`config.mk`:
```
export PLATFORM = sky130hd
export DESIGN_NAME = tcp_send_sched
export DESIGN_NICKNAME = d
export VERILOG_FILES = /design/src/rtl/tcp_send_sched.sv
export SDC_FILE = /design/constraint.sdc
export NUM_CORES = 1
export LEC_CHECK = 0
export CAP_MARGIN = 25
export CORE_UTILIZATION = 40
export DETAILED_ROUTE_END_ITERATION = 6
export PLACE_DENSITY = 0.58
export SLEW_MARGIN = 20
export SYNTH_ARGS = -nofsm -noshare
export SYNTH_HDL_FRONTEND = slang
export SYNTH_SLANG_ARGS = --single-unit
```
`constraint.sdc`:
```
create_clock -name clk -period 20.7 [get_ports clk]
set_input_delay 4.14 -clock clk [delete_from_list [all_inputs] [get_ports clk]]
set_output_delay 4.14 -clock clk [all_outputs]
set_load 0.02 [all_outputs]
```
`src/rtl/tcp_send_sched.sv`:
```
// tcp_send_sched: per-flow round-robin transmit scheduler for the TCP slow path.
// Picks a pending flow, reads its send-buffer pointers and peer window, issues one
// window/MSS-limited send command and writes back the advanced next_send_ptr.
// Optional feature macro: TCP_SEND_SCHED_ALIGN32_EN (trim segment length to 32B multiples).
module tcp_send_sched #(
    parameter int unsigned FLOWID_W     = 3,
    parameter int unsigned ptr_w        = 15,
    parameter int unsigned WIN_SIZE_W   = 16,
    parameter int unsigned MAX_SEG_SIZE = 1024
) (
    input  logic                  clk,
    input  logic                  rst_n,

    input  logic                  notify_val,
    input  logic [FLOWID_W-1:0]   notify_flowid,
    output logic                  notify_rdy,

    output logic                  st_rd_req_val,
    output logic [FLOWID_W-1:0]   st_rd_req_flowid,
    input  logic                  st_rd_req_rdy,

    input  logic                  st_rd_resp_val,
    output logic                  st_rd_resp_rdy,
    input  logic [ptr_w:0]        st_rd_resp_trail_ptr,
    input  logic [ptr_w:0]        st_rd_resp_lead_ptr,
    input  logic [ptr_w:0]        st_rd_resp_next_send_ptr,
    input  logic [WIN_SIZE_W-1:0] st_rd_resp_curr_win,

    output logic                  send_val,
    input  logic                  send_rdy,
    output logic [FLOWID_W-1:0]   send_flowid,
    output logic [ptr_w:0]        send_ptr,
    output logic [ptr_w:0]        send_len,

    output logic                  nsp_wr_val,
    output logic [FLOWID_W-1:0]   nsp_wr_flowid,
    output logic [ptr_w:0]        nsp_wr_ptr
);

    localparam int unsigned NFLOW = 2**FLOWID_W;
    localparam int unsigned PW    = ptr_w + 1;
    localparam int unsigned CW    = (PW > WIN_SIZE_W) ? PW : WIN_SIZE_W;

    typedef enum logic [2:0] {S_IDLE, S_RD_REQ, S_RD_RESP, S_CALC, S_SEND} state_t;

    state_t                state, state_nxt;
    logic [NFLOW-1:0]      pending, pending_d, set_mask, clr_mask;
    logic [FLOWID_W-1:0]   last_flow, cur_flow, pick_flow, pick_idx;
    logic                  pick_found;
    logic                  renotify;
    logic                  rem_zero;
    logic [PW-1:0]         trail_q, lead_q, nsp_q;
    logic [WIN_SIZE_W-1:0] win_q;
    logic [PW-1:0]         unsent, unacked, seg_len;
    logic [CW-1:0]         avail, max_len;
    logic                  st_rd_req_val_d, st_rd_resp_rdy_d, send_val_d;

    assign notify_rdy = 1'b1;

    // The write-back strobe must coincide with the send accept, which depends on send_rdy
    // in that same cycle; it is the registered send_val qualified by the handshake.
    assign nsp_wr_val = send_val & send_rdy;

    // Round-robin pick: first pending flow searching upward from last_flow+1, wrapping
    always_comb begin
        pick_found = 1'b0;
        pick_flow  = '0;
        pick_idx   = '0;
        for (int unsigned i = 1; i <= NFLOW; i++) begin
            pick_idx = last_flow + FLOWID_W'(i);
            if (!pick_found && pending[pick_idx]) begin
                pick_found = 1'b1;
                pick_flow  = pick_idx;
            end
        end
    end

    // Segment length: window- and MSS-limited, modulo pointer arithmetic
    always_comb begin
        unsent  = lead_q - nsp_q;
        unacked = nsp_q - trail_q;
        avail   = (CW'(win_q) < CW'(unacked)) ? '0 : CW'(win_q) - CW'(unacked);
        max_len = (avail < CW'(MAX_SEG_SIZE)) ? avail : CW'(MAX_SEG_SIZE);
        if (CW'(unsent) > max_len) begin
            seg_len = PW'(max_len);
`ifdef TCP_SEND_SCHED_ALIGN32_EN
        end else if (unsent < PW'(32)) begin
            seg_len = unsent;
        end else begin
            seg_len = unsent & ~PW'(31);
        end
`else
        end else begin
            seg_len = unsent;
        end
`endif
    end

    // State register
    always_ff @(posedge clk or negedge rst_n) begin
        if (!rst_n) state <= S_IDLE;
        else        state <= state_nxt;
    end

    // Next-state logic
    always_comb begin
        state_nxt = state;
        unique case (state)
            S_IDLE:    if (pick_found)     state_nxt = S_RD_REQ;
            S_RD_REQ:  if (st_rd_req_rdy)  state_nxt = S_RD_RESP;
            S_RD_RESP: if (st_rd_resp_val) state_nxt = S_CALC;
            S_CALC:    state_nxt = (seg_len == '0) ? S_IDLE : S_SEND;
            S_SEND:    if (send_rdy)       state_nxt = S_IDLE;
            default:   state_nxt = S_IDLE;
        endcase
    end

    // Output / bitmap next values; a notify seen during service keeps the bit set
    always_comb begin
        st_rd_req_val_d  = (state_nxt == S_RD_REQ);
        st_rd_resp_rdy_d = (state_nxt == S_RD_RESP);
        send_val_d       = (state_nxt == S_SEND);
        set_mask = '0;
        clr_mask = '0;
        if (notify_val) set_mask[notify_flowid] = 1'b1;
        if (state == S_CALC && seg_len == '0 && !renotify) clr_mask[cur_flow] = 1'b1;
        if (state == S_SEND && send_rdy && rem_zero && !renotify) clr_mask[cur_flow] = 1'b1;
        pending_d = (pending & ~clr_mask) | set_mask;
    end

    // Registered outputs and datapath
    always_ff @(posedge clk or negedge rst_n) begin
        if (!rst_n) begin
            pending          <= '0;
            last_flow        <= '1;
            cur_flow         <= '0;
            renotify         <= 1'b0;
            rem_zero         <= 1'b0;
            trail_q          <= '0;
            lead_q           <= '0;
            nsp_q            <= '0;
            win_q            <= '0;
            st_rd_req_val    <= 1'b0;
            st_rd_req_flowid <= '0;
            st_rd_resp_rdy   <= 1'b0;
            send_val         <= 1'b0;
            send_flowid      <= '0;
            send_ptr         <= '0;
            send_len         <= '0;
            nsp_wr_flowid    <= '0;
            nsp_wr_ptr       <= '0;
        end else begin
            pending        <= pending_d;
            st_rd_req_val  <= st_rd_req_val_d;
            st_rd_resp_rdy <= st_rd_resp_rdy_d;
            send_val       <= send_val_d;
            renotify       <= (state == S_IDLE) ? 1'b0
                            : (renotify | (notify_val && notify_flowid == cur_flow));
            if (state == S_IDLE && pick_found) begin
                cur_flow         <= pick_flow;
                st_rd_req_flowid <= pick_flow;
            end
            if (state == S_RD_RESP && st_rd_resp_val) begin
                trail_q <= st_rd_resp_trail_ptr;
                lead_q  <= st_rd_resp_lead_ptr;
                nsp_q   <= st_rd_resp_next_send_ptr;
                win_q   <= st_rd_resp_curr_win;
            end
            if (state == S_CALC) begin
                if (seg_len == '0) begin
                    last_flow <= cur_flow;
                end else begin
                    send_flowid   <= cur_flow;
                    send_ptr      <= nsp_q;
                    send_len      <= seg_len;
                    nsp_wr_flowid <= cur_flow;
                    nsp_wr_ptr    <= nsp_q + seg_len;
                    rem_zero      <= (unsent == seg_len);
                end
            end
            if (state == S_SEND && send_rdy) last_flow <= cur_flow;
        end
    end

endmodule

```
# Word level (Yosys, flattened, before mapping)
# Index checks and enable logic that the tools add are counted.
totals:
  out_inout_bits: 62
  input_bits: 73
  ff_bits: 137
  elab_cells: 142
op_classes:
  bitwise_logic: 7
  mux: 52
  magnitude_cmp: 15
  reduce_logical: 31
  n_eq_ne: 9
  addsub: 11
op_table:
  columns: ["op", "n"]
  rows:
  - ["2-to-1 mux 16 bit", 3]
  - ["2-to-1 mux 3 bit", 16]
  - ["subtractor 16 bit", 3]
  - ["less-than comparator 3 x 4 -> 1 bit, second input constant", 10]
  - ["binary-select mux 1 bit (select 3 bit)", 8]
  - ["2-to-1 mux 8 bit", 3]
  - ["2-to-1 mux 1 bit", 19]
  - ["logical AND 1 bit", 17]
  - ["adder 16 bit", 1]
  - ["== test 16 bit", 1]
  - ["> comparator 16 bit", 1]
  - ["zero test 16 bit", 1]
  - ["less-than comparator 16 x 11 -> 1 bit, second input constant", 1]
  - ["less-than comparator 16 bit", 1]
  - ["OR 8 bit", 2]
  - ["case mux 3 bit (5 select lines)", 1]
  - ["adder 3 bit, second input constant", 4]
  - ["== test 3 x 2 -> 1 bit, second input constant", 3]
  - ["AND 8 bit", 1]
  - ["zero test 1 bit", 8]
  - ["NOT 8 bit", 1]
  - ["adder 3 x 2 -> 3 bit, second input constant", 2]
  - ["demux 1 bit (select 3 bit)", 2]
  - ["== test 3 x 1 -> 1 bit, second input constant", 2]
  - ["other kinds (10)", 14]

# Longest topological paths before layout
depth:
  word_depth: 28
  ltp_mapped: 49
  depth_no_buf: 46

# Worst setup path after synthesis
# No wires, ideal clock.
synth_timing:
  path_type: "register -> register"
  startpoint: "register nsp_q[0]"
  endpoint: "register nsp_wr_ptr[15]"
  synth_period_minus_slack_ns: 8.973
  path_stages_with_launch: 47
  t_arrival_ns: 8.845
  required_time_ns: 20.572
  setup_slack_ns: 11.727
  n_path_buf: 4
  setup_ns: 0.128
  cell_sequence: "dfrtp_1 > inv_1 > ha_1 > inv_1 > fa_1 > a21o_1 > a21oi_1 > o21bai_1 > a21oi_1 > o21bai_1 > a21oi_1 > o21ai_0 > nor4_1 > nor2_1 > xnor2_1 > ha_1 > clkbuf_1 > a21o_1 > (+11 left out) > o31a_1 > nor2_1 > clkbuf_1 > clkbuf_1 > o21a_1 > inv_1 > ha_1 > a21o_1 > a21o_1 > a2111oi_0 > o311ai_0 > a21oi_1 > nor2b_1 > nor2_1 > o21ai_0 > a31oi_1 > xnor2_1 > o21ai_0"
synth_via:
  elab_chain_len: 10
  word_cells_on_any_way: 13
  cone_classes: "add/sub (4); order compare (3); mux (3); bitwise (1); reduce/logical (2)"
synth_rtl:
  columns: ["element", "line_no", "source"]
  rows:
  - ["start: declaration", "52", "logic [PW-1:0] trail_q, lead_q, nsp_q;"]
  - ["start signal: assignment", "166", "nsp_q <= st_rd_resp_next_send_ptr;"]
  - ["subtractor 16 bit", "81", "unacked = nsp_q - trail_q;"]
  - ["subtractor 16 bit or less-than comparator 16 bit (tied branches)", "82", "avail = (CW'(win_q) < CW'(unacked)) ? '0 : CW'(win_q) - CW'(unacked);"]
  - ["2-to-1 mux 16 bit", "82", null]
  - ["less-than comparator 16 x 11 -> 1 bit", "83", "max_len = (avail < CW'(MAX_SEG_SIZE)) ? avail : CW'(MAX_SEG_SIZE);"]
  - ["2-to-1 mux 16 bit", "83", null]
  - ["> comparator 16 bit", "84", "if (CW'(unsent) > max_len) begin"]
  - ["2-to-1 mux 16 bit *", "84", null]
  - ["net seg_len[1]", "54", "logic [PW-1:0] unsent, unacked, seg_len;"]
  - ["parallel branches: the longest is 3 deep, another holds adder 16 bit", null, null]
  - ["end signal: assignment", "177", "nsp_wr_ptr <= nsp_q + seg_len;"]
  - ["end: declaration", "37", "output logic [ptr_w:0] nsp_wr_ptr"]
# Mark *: on every way through the listed nets, which the timed path passes.
# A chain may end at the register's enable or synchronous reset.

# Worst setup path in the final report
# Ends and elaborated chain as after synthesis.

==> flow_metrics.py <==
metrics = {
    "status": {
        "status": "completed",
    },
    "clocking": {
        "clk_pin_slew_ns": 0.06,
        "cts_hold_buf": 0,
        "post_cts_resized": 0,
        "numCtsBuffers": 17,
        "cts.htree.levels": 4,
        "cts_max_path_buffers": 2,
        "cts_setup_buffers": 0,
        "cts_root_buffer": "clkbuf_16",
        "clk_latency_ns": 0.43,
        "clkSinkCount": 137,
        "cts_tree": "built",
    },
    "synth": {
        "synthArstFlopShare_pct": 100.0,
        "syn-cell-area_sq_mm": 0.009609,
        "yosysSeqAreaShare_pct": 35.72,
        "synth_common_cells": "dfrtp_1, nand2_1, o21ai_0, ha_1, inv_1",
        "syn_inst": 1058,
        "synth_most_common_cell": "dfrtp_1",
        "yosys.area.top_type": "dfrtp_1",
        "synth.avg_cell_area_sq_um": 9.082,
        "synth_top_area_share_pct": 34.90,
        "yosys_register_bits": 137,
        "ys_types": 75,
        "synth_ff_type": "dfrtp_1",
        "synth_area_leaders": "dfrtp_1, ha_1, o21ai_0",
        "yosysWarnings": 0,
        "synth_edf_count": 0,
    },
    "floorplan": {
        "initial_core_util_pct": 40.82,
        "core_sq_mm": 0.02354,
        "ioPinCount": 135,
        "die_h_microns": 157.0,
        "dieArea_sq_mm": 0.02465,
        "rows": 56,
        "die_x_microns": 157.0,
    },
    "hold_path": {
        "hold_end": "send_ptr[11]",
        "hp-class": "reg -> reg",
        "holdPathStages": 2,
        "hold_start": "send_ptr[11]",
    },
    "setup_path": {
        "crit_path_start_kind": "flop",
        "rr_worst_depth": 44,
        "required_ns": 20.97,
        "worst-r2r-setup-slack_ns": 10.85,
        "arrival_ns": 10.11,
        "crit_slowest_cell": "a2111oi_0",
        "crit_fanout": 21,
        "worst-setup-path-type": "reg -> reg",
        "end_kind": "flop",
        "crit_top_cell": "a21o_1",
        "r2r-end": "nsp_wr_ptr[15]",
        "max_stage_delay_ns": 0.58,
        "rr_startpoint": "nsp_q[0]",
    },
    "sta": {
        "relSlewSlack_pct": 35.50,
        "worst_slew_pin_slew_ns": 0.9674,
        "maxSlewViolCount": 0,
        "fin_worst_skew_ns": 0.008754,
        "hold_viol_final": 0,
        "finalCriticalPeriod_ns": 9.845,
        "setup_tns_ns": 0,
        "max_freq_mhz": 101.6,
        "rsz0062_at_grt": "false",
        "min_period_over_period_pct": 47.56,
        "setup_violations": 0,
    },
    "drt": {
        "drt-pass1-iter-count": 7,
        "routed_wl_microns": 25250,
        "post_drt_wl_per_cell_microns": 16.72,
        "drt_iter0_markers": 363,
        "vias": 7993,
        "routed_via_density": 5.293,
        "drc": 0,
        "ant_nets": 0,
    },
    "placed_design": {
        "hpwl_microns": 19620,
        "place_area_sq_mm": 0.01118,
        "place_congestion": 0.9256,
        "io_buffers": 133,
    },
    "run": {
        "maxCapViolations": 0,
    },
    "global_routing": {
        "grt.overflow.total": 0,
        "antenna_found_initial": 0,
        "grt_pass1_vias": 7801,
        "track_usage_pct": 21.51,
        "grt_max_degree": 88,
        "grt_pass1_wl_microns": 40990,
    },
    "cells_and_area": {
        "area_growth_pct": 22.30,
        "final_net_count": 1335,
        "stdcell_area_sq_mm": 0.01175,
        "drive_above_1_share_pct": 8.732,
        "antenna_cells": 0,
    },
}
## through the flow
step | worst slack (ns) | hold slack, ns | util [%] | instances
after global routing | 9.832 | 0.5044 | 49.92 | 1510
final | 10.85 | 0.4832 | 49.92 | 1510
after detailed placement | 10.99 | 0.4736 | 47.50 | 1479
after floorplan | 11.73 | 0.4844 | - | 1063
after global placement | 11.14 | 0.4674 | 47.50 | 1479
after CTS | 10.92 | 0.4869 | 49.92 | 1510
## how the worst max path moves through the flow
stage,startpoint,cells after the start,to
detailed placement,nsp_q[0],44,nsp_wr_ptr[15]
CTS,nsp_q[0],42,nsp_wr_ptr[15]
global route,nsp_q[0],44,nsp_wr_ptr[15]
finish,nsp_q[0],44,nsp_wr_ptr[15]
floorplan,nsp_q[0],46,nsp_wr_ptr[15]
global placement,send_rdy,3,nsp_wr_val
## cells by family after synthesis
kind of cell,count (synthesis),share of synthesized area (%)
other,1,0.03903
xor gates and xnor gates,42,3.828
and+or+nand+nor,294,14.43
DFF,137,35.72
muxes,73,9.362
AOI/OAI and AO/OA,310,20.17
adders and majority gates,83,11.12
buffers and inverters,118,5.338
## cell type report
cell class	count	area, sq um
clock buffer	19	442.9
clock inverter	12	127.6
fill	2333	11790
inverter	78	292.8
multi-input combinational	808	5695
sequential	137	3432
tap	319	399.1
timing repair buffer	137	1363
## metal layers
metal	routed length [microns]	global-route usage, %	vias to the layer above
met4	532	7.423	0
met5	0	0	-
met1	12290	29.84	3755
li1	-	-	4040
met3	861	2.671	29
met2	11560	34.48	169
## placed cells by master, fill, tap and decap left out, types with 14 or more instances in the layout
cell type	Yosys	layout
a21o_1	22	22
a21oi_1	55	55
clkbuf_16	0	17
clkdlybuf4s50_1	0	132
dfrtp_1	134	134
ha_1	79	79
inv_1	77	77
mux2_1	19	19
mux2_2	36	36
nand2_1	130	130
nand2b_1	15	14
nor2_1	48	48
nor2b_1	15	15
o21a_1	16	16
o21ai_0	101	101
o21ai_1	26	26
xnor2_1	26	26
xor2_1	16	16
## state kept, by name, summed over array words and instances, names as in the netlist, 8 cells and up
| signal | count |
|---|---|
| trail_q | 16 |
| nsp_wr_ptr | 16 |
| nsp_q | 16 |
| send_ptr | 16 |
| send_len | 16 |
| win_q | 16 |
| pending | 8 |
| lead_q | 16 |
## worst max-delay path: cells and delay by family, from the launching register on
kind | cells | cell delay, ns
AO/OA/AOI/OAI | 24 | 4.78
AND/OR/NAND/NOR | 9 | 1.89
adder cells (fa/ha/maj) | 5 | 1.51
buffers and inverters | 3 | 0.42
flip-flops | 1 | 0.40
multiplexers | 1 | 0.38
XOR/XNOR | 2 | 0.28
Power is not shown: default switching activity piles up to over one toggle a cycle in this logic, so the estimate is an artifact.
